--- src/rtl/ior_pkg.sv ---
// Shared types and sizing helpers for the I/O-registered prefix-adder tile sequencer.
package ior_pkg;

  typedef enum logic [2:0] {
    IDLE,
    LOAD,
    PRECH,
    EVAL,
    DRAIN,
    FIN
  } ior_seq_state_t;

  localparam int DEF_SIZE        = 16;
  localparam int DEF_INWIDTH     = 16;
  localparam int DEF_OUTWIDTH    = 16;
  localparam int DEF_PRE_CYCLES  = 1;
  localparam int DEF_EVAL_CYCLES = 2;

  function automatic int calc_nslice(input int size, input int inwidth);
    return (size * 8) / inwidth;
  endfunction

  function automatic int bussize(input int size);
    return size + 16;
  endfunction

  // Bits needed to hold 0..n-1, never narrower than one bit.
  function automatic int cnt_width(input int n);
    return (n <= 2) ? 1 : $clog2(n);
  endfunction

endpackage

--- src/rtl/ior_phase_timer.sv ---
// Loadable down-counter with zero flag; times both the precharge and evaluate phases.
module ior_phase_timer #(
  parameter int W = 1
) (
  input  logic         clk,
  input  logic         rst_n,
  input  logic         load_i,
  input  logic [W-1:0] load_val_i,
  input  logic         dec_i,
  output logic         zero_o
);

  logic [W-1:0] count_q;

  always_ff @(posedge clk or negedge rst_n) begin
    if (!rst_n) begin
      count_q <= '0;
    end else if (load_i) begin
      count_q <= load_val_i;
    end else if (dec_i && (count_q != '0)) begin
      count_q <= count_q - 1'b1;
    end
  end

  assign zero_o = (count_q == '0);

endmodule

--- src/rtl/ior_seq_ctrl.sv ---
// Job sequencer for the prefix-adder tile: load slices, precharge, evaluate, drain.
// Optional stall counter port is enabled with `define IOR_SEQ_PERF_CNT_EN.
module ior_seq_ctrl
  import ior_pkg::*;
#(
  parameter int SIZE        = DEF_SIZE,
  parameter int INWIDTH     = DEF_INWIDTH,
  parameter int OUTWIDTH    = DEF_OUTWIDTH,
  parameter int PRE_CYCLES  = DEF_PRE_CYCLES,
  parameter int EVAL_CYCLES = DEF_EVAL_CYCLES
) (
  input  logic                                   clk,
  input  logic                                   rst_n,
  input  logic                                   start,
  output logic                                   busy,
  output logic                                   done,
  input  logic                                   in_valid,
  output logic                                   in_ready,
  output logic [calc_nslice(SIZE, INWIDTH)-1:0]  en_in,
  output logic                                   in_clk_en,
  output logic                                   pre_en,
  output logic                                   eval_en,
  output logic                                   out_valid,
  input  logic                                   out_ready,
  output logic                                   en_out,
  output logic                                   out_last
`ifdef IOR_SEQ_PERF_CNT_EN
  ,
  output logic [15:0]                            stall_cnt
`endif
);

  localparam int NSLICE    = calc_nslice(SIZE, INWIDTH);
  localparam int OUT_BEATS = SIZE;
  localparam int SLICE_W   = cnt_width(NSLICE);
  localparam int BEAT_W    = cnt_width(OUT_BEATS);
  localparam int TMR_W     = cnt_width((PRE_CYCLES > EVAL_CYCLES) ? PRE_CYCLES : EVAL_CYCLES);

  if (OUTWIDTH < 1 || PRE_CYCLES < 1 || EVAL_CYCLES < 1 || ((SIZE * 8) % INWIDTH) != 0) begin : g_cfg_err
    $error("ior_seq_ctrl: invalid parameter set");
  end

  ior_seq_state_t     state_q, state_d;
  logic [SLICE_W-1:0] sliceCnt_q, sliceCnt_d;
  logic [BEAT_W-1:0]  beatCnt_q, beatCnt_d;
  logic               tmrLoad;
  logic [TMR_W-1:0]   tmrLoadVal;
  logic               tmrDec;
  logic               tmrZero;
  logic               inAccept;
  logic               outAccept;

  assign inAccept  = (state_q == LOAD) && in_valid;
  assign outAccept = (state_q == DRAIN) && out_ready;

  ior_phase_timer #(
    .W (TMR_W)
  ) u_phase_timer (
    .clk        (clk),
    .rst_n      (rst_n),
    .load_i     (tmrLoad),
    .load_val_i (tmrLoadVal),
    .dec_i      (tmrDec),
    .zero_o     (tmrZero)
  );

  always_ff @(posedge clk or negedge rst_n) begin
    if (!rst_n) begin
      state_q    <= IDLE;
      sliceCnt_q <= '0;
      beatCnt_q  <= '0;
    end else begin
      state_q    <= state_d;
      sliceCnt_q <= sliceCnt_d;
      beatCnt_q  <= beatCnt_d;
    end
  end

  // The phase timer is loaded on the edge into each phase, so it reads zero on the phase's last cycle.
  always_comb begin
    state_d    = state_q;
    sliceCnt_d = sliceCnt_q;
    beatCnt_d  = beatCnt_q;
    tmrLoad    = 1'b0;
    tmrLoadVal = '0;
    tmrDec     = 1'b0;
    case (state_q)
      IDLE: begin
        if (start) state_d = LOAD;
      end
      LOAD: begin
        if (in_valid) begin
          if (sliceCnt_q == SLICE_W'(NSLICE - 1)) begin
            sliceCnt_d = '0;
            state_d    = PRECH;
            tmrLoad    = 1'b1;
            tmrLoadVal = TMR_W'(PRE_CYCLES - 1);
          end else begin
            sliceCnt_d = sliceCnt_q + 1'b1;
          end
        end
      end
      PRECH: begin
        if (tmrZero) begin
          state_d    = EVAL;
          tmrLoad    = 1'b1;
          tmrLoadVal = TMR_W'(EVAL_CYCLES - 1);
        end else begin
          tmrDec = 1'b1;
        end
      end
      EVAL: begin
        if (tmrZero) state_d = DRAIN;
        else         tmrDec  = 1'b1;
      end
      DRAIN: begin
        if (out_ready) begin
          if (beatCnt_q == BEAT_W'(OUT_BEATS - 1)) begin
            beatCnt_d = '0;
            state_d   = FIN;
          end else begin
            beatCnt_d = beatCnt_q + 1'b1;
          end
        end
      end
      FIN: begin
        state_d = IDLE;
      end
      default: begin
        state_d = IDLE;
      end
    endcase
  end

  assign busy      = (state_q != IDLE);
  assign done      = (state_q == FIN);
  assign in_ready  = (state_q == LOAD);
  assign pre_en    = (state_q == PRECH);
  assign eval_en   = (state_q == EVAL);
  assign out_valid = (state_q == DRAIN);
  assign out_last  = (state_q == DRAIN) && (beatCnt_q == BEAT_W'(OUT_BEATS - 1));
  assign in_clk_en = inAccept;
  assign en_in     = inAccept ? (NSLICE'(1) << sliceCnt_q) : '0;
  assign en_out    = outAccept;

`ifdef IOR_SEQ_PERF_CNT_EN
  logic [15:0] stallCnt_q;

  // Cleared when a job is accepted; only LOAD/DRAIN stalls advance it, so it freezes from FIN onward.
  always_ff @(posedge clk or negedge rst_n) begin
    if (!rst_n) begin
      stallCnt_q <= '0;
    end else if ((state_q == IDLE) && start) begin
      stallCnt_q <= '0;
    end else if (((state_q == LOAD) && !in_valid) || ((state_q == DRAIN) && !out_ready)) begin
      if (stallCnt_q != 16'hFFFF) stallCnt_q <= stallCnt_q + 16'd1;
    end
  end

  assign stall_cnt = stallCnt_q;
`endif

endmodule

--- config.mk ---
export PLATFORM = sky130hd
export DESIGN_NAME = ior_seq_ctrl
export DESIGN_NICKNAME = d
export VERILOG_FILES = /design/src/rtl/ior_pkg.sv /design/src/rtl/ior_phase_timer.sv /design/src/rtl/ior_seq_ctrl.sv
export SDC_FILE = /design/constraint.sdc
export NUM_CORES = 1
export LEC_CHECK = 0
export ABC_CLOCK_PERIOD_IN_PS = 3950
export BUFFER_PORTS_ARGS = -buffer_cell sky130_fd_sc_hd__buf_2
export CELL_PAD_IN_SITES_DETAIL_PLACEMENT = 0
export CELL_PAD_IN_SITES_GLOBAL_PLACEMENT = 1
export CORE_MARGIN = 2
export CORE_UTILIZATION = 40
export CTS_BUF_LIST = sky130_fd_sc_hd__clkbuf_16
export CTS_CLUSTER_DIAMETER = 40
export CTS_CLUSTER_SIZE = 10
export DETAILED_ROUTE_END_ITERATION = 16
export PLACE_DENSITY_LB_ADDON = 0.1
export SLEW_MARGIN = 10
export SYNTH_ARGS = -nofsm -noshare
export SYNTH_HDL_FRONTEND = slang
export SYNTH_SLANG_ARGS = --single-unit
--- constraint.sdc ---
create_clock -name clk -period 3.95 [get_ports clk]
set_input_delay 0.5925 -clock clk [delete_from_list [all_inputs] [get_ports clk]]
set_output_delay 0.5925 -clock clk [all_outputs]
set_load 0.05 [all_outputs]
* Word-level counts from Yosys, hierarchy flattened *
Cells that the tools add are included.

word-level totals
  flip-flop bits (word level) = 11
  input port bits = 5
  output and inout port bits = 17
  word-level logic and storage cells = 53

cells by class
  add/subtract/negate cells = 3
  equality and inequality tests = 14
  shift-type cells = 1
  multiplexer cells = 20
  reduce and logical (&&, ||, !) cells = 11

operators by type and width
  kind                                             count
  two-way mux 3 bit                                8
  one-hot mux 3 bit (5 select lines)               1
  == test 3 bit, second input constant             3
  two-way mux 1 bit                                8
  two-way mux 8 bit                                1
  != test 2 bit, second input constant             4
  << shifter 1 x 3 -> 8 bit, first input constant  1
  AND reduction 7 bit                              1
  == test 3 x 2 -> 1 bit, second input constant    2
  != test 2 x 1 -> 1 bit, second input constant    3
  adder 4 x 1 -> 4 bit, second input constant      1
  == test 4 bit, second input constant             1
  logical AND 1 bit                                4
  two-way mux 4 bit                                1
  AND reduction 2 bit                              2
  adder 3 x 1 -> 3 bit, second input constant      1
  == test 3 x 1 -> 1 bit, second input constant    1
  zero test 3 bit                                  1
  nonzero test 3 bit                               1
  one-hot mux 1 bit (2 select lines)               1
  nonzero test 2 bit                               1
  OR reduction 2 bit                               1
  subtractor 1 bit, second input constant          1

* Logic depth before layout (Yosys ltp) *
Gate-level depths: netlist of run 1.

  word-level depth = 6
  mapped depth = 6

* By module *
A second synthesis of run 1 with hierarchy kept.

unflattened totals
  cell total of the unflattened synthesis = 84
  area total of the unflattened synthesis = 778.2 um^2

by module, submodules not included
  module           times used  cells each  area each (um^2)  sequential area each (um^2)
  ior_seq_ctrl     1           80          733.2             250.2
  ior_phase_timer  1           4           45.0              25.0

* Worst setup path before layout of run 1 *
OpenSTA, ideal clock, no wires.

  path type = reg2out
  start = register state_q[2]
  end = output en_in[1]
  data arrival time = 1,623 ps
  required time = 3,357 ps
  slack = 1,735 ps
  cell stages (with the launch flop) = 6
  buffers on the path = 2
  cells stage by stage = dfrtp_1 -> buf_2 -> nand2b_4 -> nor3b_4 -> buf_4 -> and3_1

between the ends
  cells in the longest elaborated chain, start to end = 3

ends and longest elaborated chain
  element                   line                 source
  start: declaration        ior_seq_ctrl.sv:43   ior_seq_state_t state_q, state_d;
  start signal: assignment  ior_seq_ctrl.sv:73   state_q <= state_d;
  == test 3 x 1 -> 1 bit    ior_seq_ctrl.sv:53   assign inAccept = (state_q == LOAD) && in_valid;
  logical AND 1 bit         ior_seq_ctrl.sv:53
  net in_clk_en             ior_seq_ctrl.sv:20   output logic in_clk_en,
  two-way mux 8 bit         ior_seq_ctrl.sv:143  assign en_in = inAccept ? (NSLICE'(1) << sliceCnt_q) : '0;
  end: declaration          ior_seq_ctrl.sv:19   output logic [calc_nslice(SIZE, INWIDTH)-1:0] en_in,

The timed path passes the listed nets, and every way through them passes these cells.

* Worst setup path after layout of run 1 *
  start = register state_q[0]
  end = output en_in[1]

between the ends
  cells in the longest elaborated chain, start to end = 3

ends and longest elaborated chain
  element                 line
  == test 3 x 1 -> 1 bit  ior_seq_ctrl.sv:53
  logical AND 1 bit       ior_seq_ctrl.sv:53
  two-way mux 8 bit       ior_seq_ctrl.sv:143

No other way between the ends.

==> results.ini, run 1 <==
[status]
status=finished clean

[final_layout]
diodes=0
final_cell_mix=buf_2, dfrtp_1, nor2_1
nets=120
layout-drive-gt1-share=0.302
fillers=203
final_common_cell=buf_2
design_area_um2=980
area_growth_pct=23.1

[critical_path]
worst-path-buf-inv=1
reg2reg_setup_slack_ns=2.07
cp_top_family=simple AND/OR/NAND/NOR gates
cp.arrival_ns=1.90
crit_slowest_cell=dfrtp_1
critical-path-max-stage-delay_ns=0.63
startpoint_type=register
critPathKind=reg2out
path_max_fanout=15
cp_data_required_time_ns=3.36
path_cells=nand2b_4, nor3b_4, and3_1, buf_2
crit_path_end_kind=output port

[sta]
tns_ns=0
finalHoldViolations=0
layout_setup_ws_ns=1.46
min_period_ns=2.49
maxSlewHeadroom=0.678
fin_crit_sh=0.632
fin_worst_skew_ns=0.00105
slew_violations=0
worstMarginPinSlew_ns=0.483
setup_viol=0
max_freq_ghz=0.401
rsz0062_at_grt=no

[clock_network]
cts_tree=built
cts-buffers-inserted=3
ctsHoldBuffers=0
path_clk_slew_ns=0.04
clk_latency_ns=0.23
cts_setup_buffers=0
htree_levels=1
postCtsResizedCells=0
cts-root-buf=clkbuf_16
ctsLongestPathBuffers=2
clock_sinks=11

[flow_run]
cap_violations=0

[floorplanning]
coreArea_um2=1920
die_width_um=48.6
dieArea_um2=2360
boundaryPins=22
rows=16
die_h_um=48.6
initial_utilization=0.414

[place]
post_dp_cell_area_um2=901
place.gp.congestion=0.782
io_buffers=21
place_hpwl_mm=1.11
pre_cts_ws_ns=1.72

[min_path]
hp-class=in2async

[routing]
routedWlPerCell_um=11.2
via_per_inst=4.80
dr.pass1.iters=4
drt_iter0_drc=6
dr_total_vias=638
drcViolationCount=0
wirelength_mm=1.49
antenna_left=0

[synthesis]
ys_seq_elements=11
avgSynthCellArea_um2=9.25
synth_area_leaders=dfrtp_1, ha_1, and3_1, o21ai_0, nor2_1
synth_nets=99
syn_inst=86
yosysSeqAreaShare=0.346
ys_types=30
synth_largest_area_cell=dfrtp_1
synth_top_area_frac=0.346
netlist_area_um2=796
yosysWarningCount=0

[power_and_ir_drop]
p_per_area_nw_per_um2=858
peakVddDrop_mv=0.481
power.leakage_nw=0.523

[global_routing]
grt_pass1_wl_mm=2.79
grt_pass1_vias=613
gr-total-overflow=0
grt_start_max_net_pins=16
grt_usage=0.144
antenna_found_initial=0

-- layer usage --
layer / global-route usage / wire length [µm] / vias up / share of wire
met1: 0.210 / 748 / 289 / 0.50
met4: 0.0286 / 0 / 0 / 0
met5: 0 / 0 / - / 0
met2: 0.233 / 681 / 15 / 0.46
met3: 0.0123 / 57 / 0 / 0.038
li1: - / - / 334 / -
-- worst paths after layout --
check	cells after the start	start	to
min reg2reg	1	beatCnt_q[3]$_DFFE_PN0P_	beatCnt_q[3]$_DFFE_PN0P_
min	1	rst_n	beatCnt_q[1]$_DFFE_PN0P_
min in group clk	1	beatCnt_q[3]$_DFFE_PN0P_	beatCnt_q[3]$_DFFE_PN0P_
max	4	state_q[0]$_DFFE_PN0P_	en_in[1]
max in group asynchronous	1	rst_n	state_q[1]$_DFFE_PN0P_
max reg2reg	6	sliceCnt_q[0]$_DFFE_PN0P_	state_q[0]$_DFFE_PN0P_
-- registers in the layout (all words and copies together), names as in the netlist --
| signal | cells |
|---|---|
| beatCnt_q | 4 |
| sliceCnt_q | 3 |
| state_q | 3 |
| u_phase_timer.count_q | 1 |
-- per-stage QoR --
stage	util	hold slack (ns)	std cells	power, mW
final	0.510	0.219	133	0.840
after global routing	0.510	0.244	133	0.906
after CTS	0.510	0.228	133	0.851
after detailed placement	0.469	0.472	129	0.664
after global placement	0.469	0.457	129	0.658
after floorplan	-	0.297	86	0.594
-- layout make-up --
type / count / area [µm²] / share of cell area
clock buffers: 3 / 75.1 / 0.0766
repair buffers: 21 / 105 / 0.107
flip-flops and latches: 11 / 275 / 0.281
multi-input cells: 63 / 458 / 0.467
inverters: 7 / 28.8 / 0.0294
well taps: 27 / 33.8 / 0.0345
clock inverters: 1 / 3.75 / 0.00383
-- kinds of logic after synthesis --
family / synth area share
AOI/OAI and AO/OA: 0.131
DFF: 0.346
muxes: 0.0267
xor gates and xnor gates: 0.0110
adders and majority gates: 0.126
and+or+nand+nor: 0.281
buffers and inverters: 0.0786
-- synth_stat cells, drive strengths merged --
cell type / number
or3: 1
nand3b: 1
and4bb: 1
nor2: 9
buf: 5
a21oi: 5
nand2b: 4
and3: 8
nand3: 2
nor4b: 1
o21ai: 9
nand2: 4
nor4: 1
dfrtp: 11
and2: 2
a31oi: 1
mux2: 1
mux2i: 1
ha: 8
nor3b: 1
a2111oi: 1
inv: 7
xnor2: 1
nand4: 1
-- power by group --
group          total (mW)  internal, mW  leakage, nW  switching (mW)
registers           0.255         0.163        0.137          0.0925
logic               0.407         0.141        0.344           0.266
clock network       0.178         0.132       0.0423          0.0452
total               0.840         0.436        0.523           0.404
No activity file was read; power rests on OpenSTA's default activity.
==> run 2, diff against run 1 <==
--- a/config.mk
+++ b/config.mk
@@ -5,12 +5,13 @@
 export SDC_FILE = /design/constraint.sdc
 export NUM_CORES = 1
 export LEC_CHECK = 0
-export ABC_CLOCK_PERIOD_IN_PS = 3950
+export ABC_AREA = 1
+export ABC_CLOCK_PERIOD_IN_PS = 2300
 export BUFFER_PORTS_ARGS = -buffer_cell sky130_fd_sc_hd__buf_2
 export CELL_PAD_IN_SITES_DETAIL_PLACEMENT = 0
 export CELL_PAD_IN_SITES_GLOBAL_PLACEMENT = 1
 export CORE_MARGIN = 2
-export CORE_UTILIZATION = 40
+export CORE_UTILIZATION = 36
 export CTS_BUF_LIST = sky130_fd_sc_hd__clkbuf_16
 export CTS_CLUSTER_DIAMETER = 40
 export CTS_CLUSTER_SIZE = 10
==> constraint.sdc (replaced) <==
create_clock -name clk -period 2.3 [get_ports clk]
set_input_delay 0.345 -clock clk [delete_from_list [all_inputs] [get_ports clk]]
set_output_delay 0.345 -clock clk [all_outputs]
set_load 0.05 [all_outputs]
==> run 2 against run 1 <==
First-iteration DRC count down 67%. Critical path depth up 2. Via count up 8.9%. Design area up 4.9%. Global-route usage down 0.96 points. Combinational power up 120%. Highest routed layer is now met4. Flip-flop and latch count unchanged. Sequential share of layout area down 1.3 points. Non-clock buffer count up 1.
==> results.ini, run 2 <==
[power_and_ir_drop]
power.leakage_nw=0.566  ; +8.2%
peakVddDrop_mv=0.742  ; +54%
p_per_area_nw_per_um2=1550  ; +81%

[routing]
via_per_inst=4.57  ; -4.7%
wirelength_mm=1.48  ; -0.20%
dr.pass1.iters=2  ; -2
drt_iter0_drc=2  ; -4
dr_total_vias=695  ; +8.9%
drcViolationCount=0  ; unchanged
routedWlPerCell_um=9.76  ; -13%
antenna_left=0  ; unchanged

[place]
place_hpwl_mm=1.24  ; +13%
post_dp_cell_area_um2=938  ; +4.2%
io_buffers=21  ; unchanged
place.gp.congestion=0.769  ; -1.6%

[min_path]
holdPathStages=4
hp-class=in2reg
min_to=beatCnt_q[1]$_DFFE_PN0P_
hold_start=out_ready

[final_layout]
finish.utilization=0.478  ; -0.0316
area_growth_pct=28.7
regMostFlops=beatCnt_q
layout-drive-gt1-share=0.315  ; +0.0126
final_cell_mix=buf_2, inv_1, nand2_1
diodes=0  ; unchanged
final_common_cell=buf_2
nets=138  ; +15%
biggestRegsByFlops=beatCnt_q (4), sliceCnt_q (3), state_q (3)
design_area_um2=1030  ; +4.9%
largest_register_ffs=4  ; unchanged

[sta]
finalHoldViolations=0  ; unchanged
min_period_ns=1.87
worstMarginPinSlew_ns=0.257  ; -0.226 ns
maxSlewHeadroom=0.829  ; +0.150
slew_violations=0  ; unchanged
tns_ns=0  ; unchanged
fin_worst_skew_ns=0.00191  ; +0.000867 ns
fin_crit_sh=0.812
setup_viol=0  ; unchanged
rsz0062_at_grt=no
max_freq_ghz=0.535

[floorplanning]
dieArea_um2=2610  ; +11%
boundaryPins=22  ; unchanged
die_width_um=51.1  ; +5.1%
die_h_um=51.1  ; +5.1%
coreArea_um2=2150  ; +12%
rows=17  ; +1
initial_utilization=0.372  ; -0.0425

[critical_path]
path_max_fanout=10  ; -5
rr_worst_depth=8  ; +2
cp_data_required_time_ns=1.96  ; -1.40 ns
path_cells=inv_2, nand2_2, nor2_4, nand2_4, nor3_1, buf_2
cp_top_family=simple AND/OR/NAND/NOR gates
crit_slowest_cell=dfrtp_1
r2r-end=state_q[0]$_DFFE_PN0P_
critPathKind=reg2out
crit_path_end_kind=output port
worst-path-buf-inv=2  ; +1
timing.rr.start=sliceCnt_q[0]$_DFFE_PN0P_
cp.arrival_ns=1.52  ; -0.38 ns
critical-path-max-stage-delay_ns=0.43  ; -0.20 ns
startpoint_type=register
crit_cells=6  ; +2
reg2reg_setup_slack_ns=0.81  ; -1.26 ns

[synthesis]
syn_inst=98  ; +14%
synthAdderAreaFrac=0.125  ; -0.000394
synth_top_family_by_area=simple AND/OR/NAND/NOR gates
synth_nets=111  ; +12%
ys.flop_type=dfrtp_1
synth_mux_area_frac=0  ; -0.0267
netlist_area_um2=798  ; +0.31%
avgSynthCellArea_um2=8.15  ; -12%
synth_top_area_frac=0.345  ; -0.00108
synth_area_leaders=dfrtp_1, ha_1, inv_1, nand2_1, nor2_1
synth_largest_area_cell=dfrtp_1
yosysWarningCount=0  ; unchanged
synth_edf_count=0  ; unchanged
synth_simple_gate_area_share=0.350  ; +0.0681
ys_types=23  ; -23%
synth-compound-area-share=0.0878  ; -0.0427
synthXorXnorAreaFrac=0.0110  ; -0.0000345
yosysSeqAreaShare=0.345  ; -0.00108
synthTopCellsByCount=inv_1, nand2_1, dfrtp_1
async_reset_ff_frac=1.00  ; unchanged
ys_seq_elements=11  ; unchanged

[clock_network]
htree_levels=1  ; unchanged
cts_setup_buffers=0  ; unchanged
cts-root-buf=clkbuf_16
path_clk_slew_ns=0.04  ; about the same
cts_tree=built
cts-buffers-inserted=3  ; unchanged
clock_sinks=11  ; unchanged
clk_latency_ns=0.23  ; about the same
postCtsResizedCells=0  ; unchanged
ctsLongestPathBuffers=2  ; unchanged

[global_routing]
antenna_found_initial=0  ; unchanged
grt_usage=0.134  ; -0.00960
grt_pass1_vias=642  ; +4.7%
grt_pass1_wl_mm=2.64  ; -5.7%
grt_start_max_net_pins=12  ; -4
gr-total-overflow=0  ; unchanged

[flow_run]
cap_violations=0  ; unchanged

[status]
status=finished clean

[run 2: metrics by stage]
step	setup slack (ns)	std cells	total power, mW	hold slack (ns)
floorplan	-0.169	98	1.12	0.0494
global placement	0.711	147	1.30	0.224
detailed placement	0.664	147	1.30	0.223
CTS	0.419	152	1.61	0.500
global route	0.305	152	1.74	0.530
finish	0.432	152	1.59	0.496
[run 2: cells by family after synthesis]
family / after synthesis
xor+xnor: 1
buf+inv: 16
simple gates: 50
fa+ha+maj: 8
flops: 11
compound gates: 12
[run 2: cell type report]
class	instances	area [µm²]
well taps	28	35.0
multi-input cells	71	458
fillers	212	1120
flip-flops and latches	11	275
clock inverters	1	3.75
clock buffers	3	75.1
repair buffers	22	115
inverters	16	65.1
[run 2: worst reg2reg max path, stage by stage (launching register included)]
cell	delay, ns
dfrtp_1	0.40
ha_1	0.25
ha_1	0.22
nand2_1	0.08
nand4_1	0.14
nand2_1	0.12
inv_1	0.05
nand3_1	0.07
nand2_1	0.05
[run 2: layer usage]
layer  vias up  track usage  part of all wire
li1        371            -                 -
met1       305        0.185              0.53
met2        15        0.208              0.41
met3         4       0.0205             0.047
met4         0       0.0541             0.013
met5         -            0                 0
[run 2: worst max-delay path by stage]
stage / startpoint / slack, ns / endpoint
floorplan: state_q[1]$_DFFE_PN0P_ / -0.17 / en_in[0]
global placement: state_q[1]$_DFFE_PN0P_ / 0.71 / en_in[6]
detailed placement: state_q[1]$_DFFE_PN0P_ / 0.66 / en_in[2]
CTS: state_q[1]$_DFFE_PN0P_ / 0.42 / en_in[2]
global route: state_q[1]$_DFFE_PN0P_ / 0.31 / en_in[0]
finish: state_q[1]$_DFFE_PN0P_ / 0.43 / en_in[0]
[run 2: repair_timing]
action | in CTS | in global routing
endpoints found under the setup margin | 0 | 0
endpoints found under the hold margin | 11 | 0
hold buffers | 1 | 0
[run 2: where the power goes]
part	switching (mW)	internal, mW
Combinational	0.618	0.262
Clock	0.0722	0.227
Sequential	0.123	0.291
Total	0.813	0.780
==> run 3, diff against run 2 <==
--- a/config.mk
+++ b/config.mk
@@ -5,13 +5,13 @@
 export SDC_FILE = /design/constraint.sdc
 export NUM_CORES = 1
 export LEC_CHECK = 0
-export ABC_AREA = 1
-export ABC_CLOCK_PERIOD_IN_PS = 2300
+export ABC_AREA = 0
+export ABC_CLOCK_PERIOD_IN_PS = 1800
 export BUFFER_PORTS_ARGS = -buffer_cell sky130_fd_sc_hd__buf_2
 export CELL_PAD_IN_SITES_DETAIL_PLACEMENT = 0
 export CELL_PAD_IN_SITES_GLOBAL_PLACEMENT = 1
 export CORE_MARGIN = 2
-export CORE_UTILIZATION = 36
+export CORE_UTILIZATION = 37
 export CTS_BUF_LIST = sky130_fd_sc_hd__clkbuf_16
 export CTS_CLUSTER_DIAMETER = 40
 export CTS_CLUSTER_SIZE = 10
==> constraint.sdc (replaced) <==
create_clock -name clk -period 1.8 [get_ports clk]
set_input_delay 0.27 -clock clk [delete_from_list [all_inputs] [get_ports clk]]
set_output_delay 0.27 -clock clk [all_outputs]
set_load 0.05 [all_outputs]
==> run 3 against run 2 <==
Wire length grew 9.2%. Final cell count shrank 3.9%. Utilization up 10 points. Clock power is 35% higher. First-iteration DRC count grew to 3.5 times the previous value. Largest power group unchanged. Sequential power up 16%.
==> results.ini, run 3 (synthesis gave the netlist of run 1 again) <==
[global_routing]
gr-total-overflow=0  ; unchanged
grt_start_max_net_pins=13  ; +1
antenna_found_initial=0  ; unchanged
grt_pass1_vias=661  ; +3.0%
grt_pass1_wl_mm=2.90  ; +10%
grt_usage=0.147  ; +0.0134

[sta]
layout_setup_ws_ns=0.0364  ; -0.396 ns
min_period_ns=1.76
fin_worst_skew_ns=0.00157  ; -0.000349 ns
finalHoldViolations=0  ; unchanged
rsz0062_at_grt=yes
worstMarginPinSlew_ns=0.294  ; +0.0372 ns
max_freq_ghz=0.567
slew_violations=0  ; unchanged
setup_viol=0  ; unchanged
fin_crit_sh=0.980
maxSlewHeadroom=0.804  ; -0.0248

[critical_path]
cp_data_required_time_ns=1.53  ; -0.43 ns
crit_path_end_kind=output port
worst-path-buf-inv=2  ; unchanged
critPathKind=reg2out
path_max_fanout=12  ; +2
crit_slowest_cell=or3_2
critical-path-max-stage-delay_ns=0.44  ; about the same
cp.arrival_ns=1.49  ; -0.03 ns
startpoint_type=register
cp_top_family=simple AND/OR/NAND/NOR gates
path_cells=buf_4, or3_2, buf_2

[clock_network]
ctsLongestPathBuffers=2  ; unchanged
cts_tree=built
clk_latency_ns=0.24  ; about the same
path_clk_slew_ns=0.04  ; about the same
clock_sinks=11  ; unchanged
cts-root-buf=clkbuf_16
htree_levels=1  ; unchanged
cts-buffers-inserted=3  ; unchanged

[floorplanning]
dieArea_um2=2540  ; -2.8%
boundaryPins=22  ; unchanged
die_width_um=50.4  ; -1.4%
initial_utilization=0.397  ; +0.0259
coreArea_um2=2000  ; -6.8%
rows=16  ; -1
die_h_um=50.4  ; -1.4%

[place]
pre_cts_ws_ns=0.0176  ; -0.646 ns
io_buffers=21  ; unchanged
placed_cells=136  ; -7.5%
place_hpwl_mm=1.19  ; -4.1%
place.gp.congestion=0.780  ; +1.4%

[power_and_ir_drop]
p_total_mw=2.07  ; +30%
peakVddDrop_mv=0.922  ; +24%
p_per_area_nw_per_um2=1790  ; +15%
power.leakage_nw=0.589  ; +4.1%

[final_layout]
layout-drive-gt1-share=0.429  ; +0.114
multi_input_area_um2=485  ; +6.0%
largest_register_ffs=4  ; unchanged
regArea_um2=277  ; +0.45%
area_growth_pct=45.8
final_cell_mix=buf_4, dfrtp_1, buf_2
regMostFlops=beatCnt_q
biggestRegsByFlops=beatCnt_q (4), sliceCnt_q (3), state_q (3)
finish.utilization=0.579  ; +0.101
final_common_cell=buf_4
fillers=193  ; -9.0%
fin_cells=146  ; -3.9%
diodes=0  ; unchanged
nets=133  ; -3.6%

[routing]
wirelength_mm=1.62  ; +9.2%
dr.pass1.iters=2  ; unchanged
routedWlPerCell_um=11.1  ; +14%
via_per_inst=4.79  ; +4.7%
drt_iter0_drc=7  ; +5
dr_total_vias=699  ; +0.58%
antenna_left=0  ; unchanged
drcViolationCount=0  ; unchanged

[flow_run]
cap_violations=0  ; unchanged

[min_path]
hp-class=in2async

[status]
status=finished clean

-- run 3: cell types whose count changed in the layout (fill, tap and decap cells not counted), moves of 4 or more --
cell,before,now
buf_4,0,13
o21ai_0,2,7
nor3_1,6,0
nand3_1,6,2
and3_1,0,5
nand2_1,13,4
buf_2,21,10
buf_6,0,8
inv_1,14,6
-- run 3: metal layers --
| metal | GRT usage | wire [µm] |
|---|---|---|
| met5 | 0 | 0 |
| met2 | 0.243 | 738 |
| met4 | 0.0495 | 0 |
| met3 | 0.0327 | 92 |
| met1 | 0.190 | 790 |
-- run 3: area by class of cell --
| cell class | instances | area share |
|---|---|---|
| repair buffers | 33 | 0.220 |
| clock inverters | 1 | 0.00432 |
| multi-input cells | 64 | 0.419 |
| clock buffers | 3 | 0.0647 |
| flip-flops and latches | 11 | 0.238 |
| well taps | 27 | 0.0291 |
| inverters | 7 | 0.0248 |
-- run 3: worst reg2reg max path: stages (launching register included) --
cell and delay, ns:
dfrtp_1 0.38, ha_2 0.19, ha_1 0.18, and3_2 0.23, a2111oi_4 0.23, mux2i_1 0.21
o21ai_1 0.07
-- run 3: worst paths after layout --
kind / from / slack (ns) / cells after the start / end
worst max-delay path: state_q[0]$_DFFE_PN0P_ / 0.04 / 3 / busy
worst max register to register: sliceCnt_q[1]$_DFFE_PN0P_ / 0.20 / 6 / state_q[0]$_DFFE_PN0P_
max in group asynchronous: rst_n / 1.15 / 2 / state_q[1]$_DFFE_PN0P_
worst min-delay path: rst_n / 0.43 / 2 / beatCnt_q[2]$_DFFE_PN0P_
worst min register to register: beatCnt_q[3]$_DFFE_PN0P_ / 0.48 / 1 / beatCnt_q[3]$_DFFE_PN0P_
min in group clk: start / 0.43 / 4 / state_q[0]$_DFFE_PN0P_
-- run 3: report_power, final --
group          switching [mW]  internal [mW]  leakage (nW)  total (mW)
clock                   0.109          0.294        0.0409       0.403
sequential              0.118          0.361         0.135       0.479
combinational           0.721          0.469         0.413        1.19
total                   0.948           1.12         0.589        2.07
-- run 3: metrics by stage --
step / hold WS [ns] / setup TNS [ns] / instance area [µm²]
detailed placement: 0.155 / 0 / 957
global route: 0.452 / -0.00213 / 1160
finish: 0.429 / 0 / 1160
floorplan: -0.0256 / 0 / 800
global placement: 0.155 / 0 / 957
CTS: 0.434 / -0.0274 / 1080
-- run 3: repair_timing --
action,in CTS,in global routing
buffers inserted,2,2
endpoints found under the setup margin,9,13
hold endpoints to repair,11,0
pin swaps,1,3
hold buffers,1,0
resized for setup,3,27
cloned,1,0
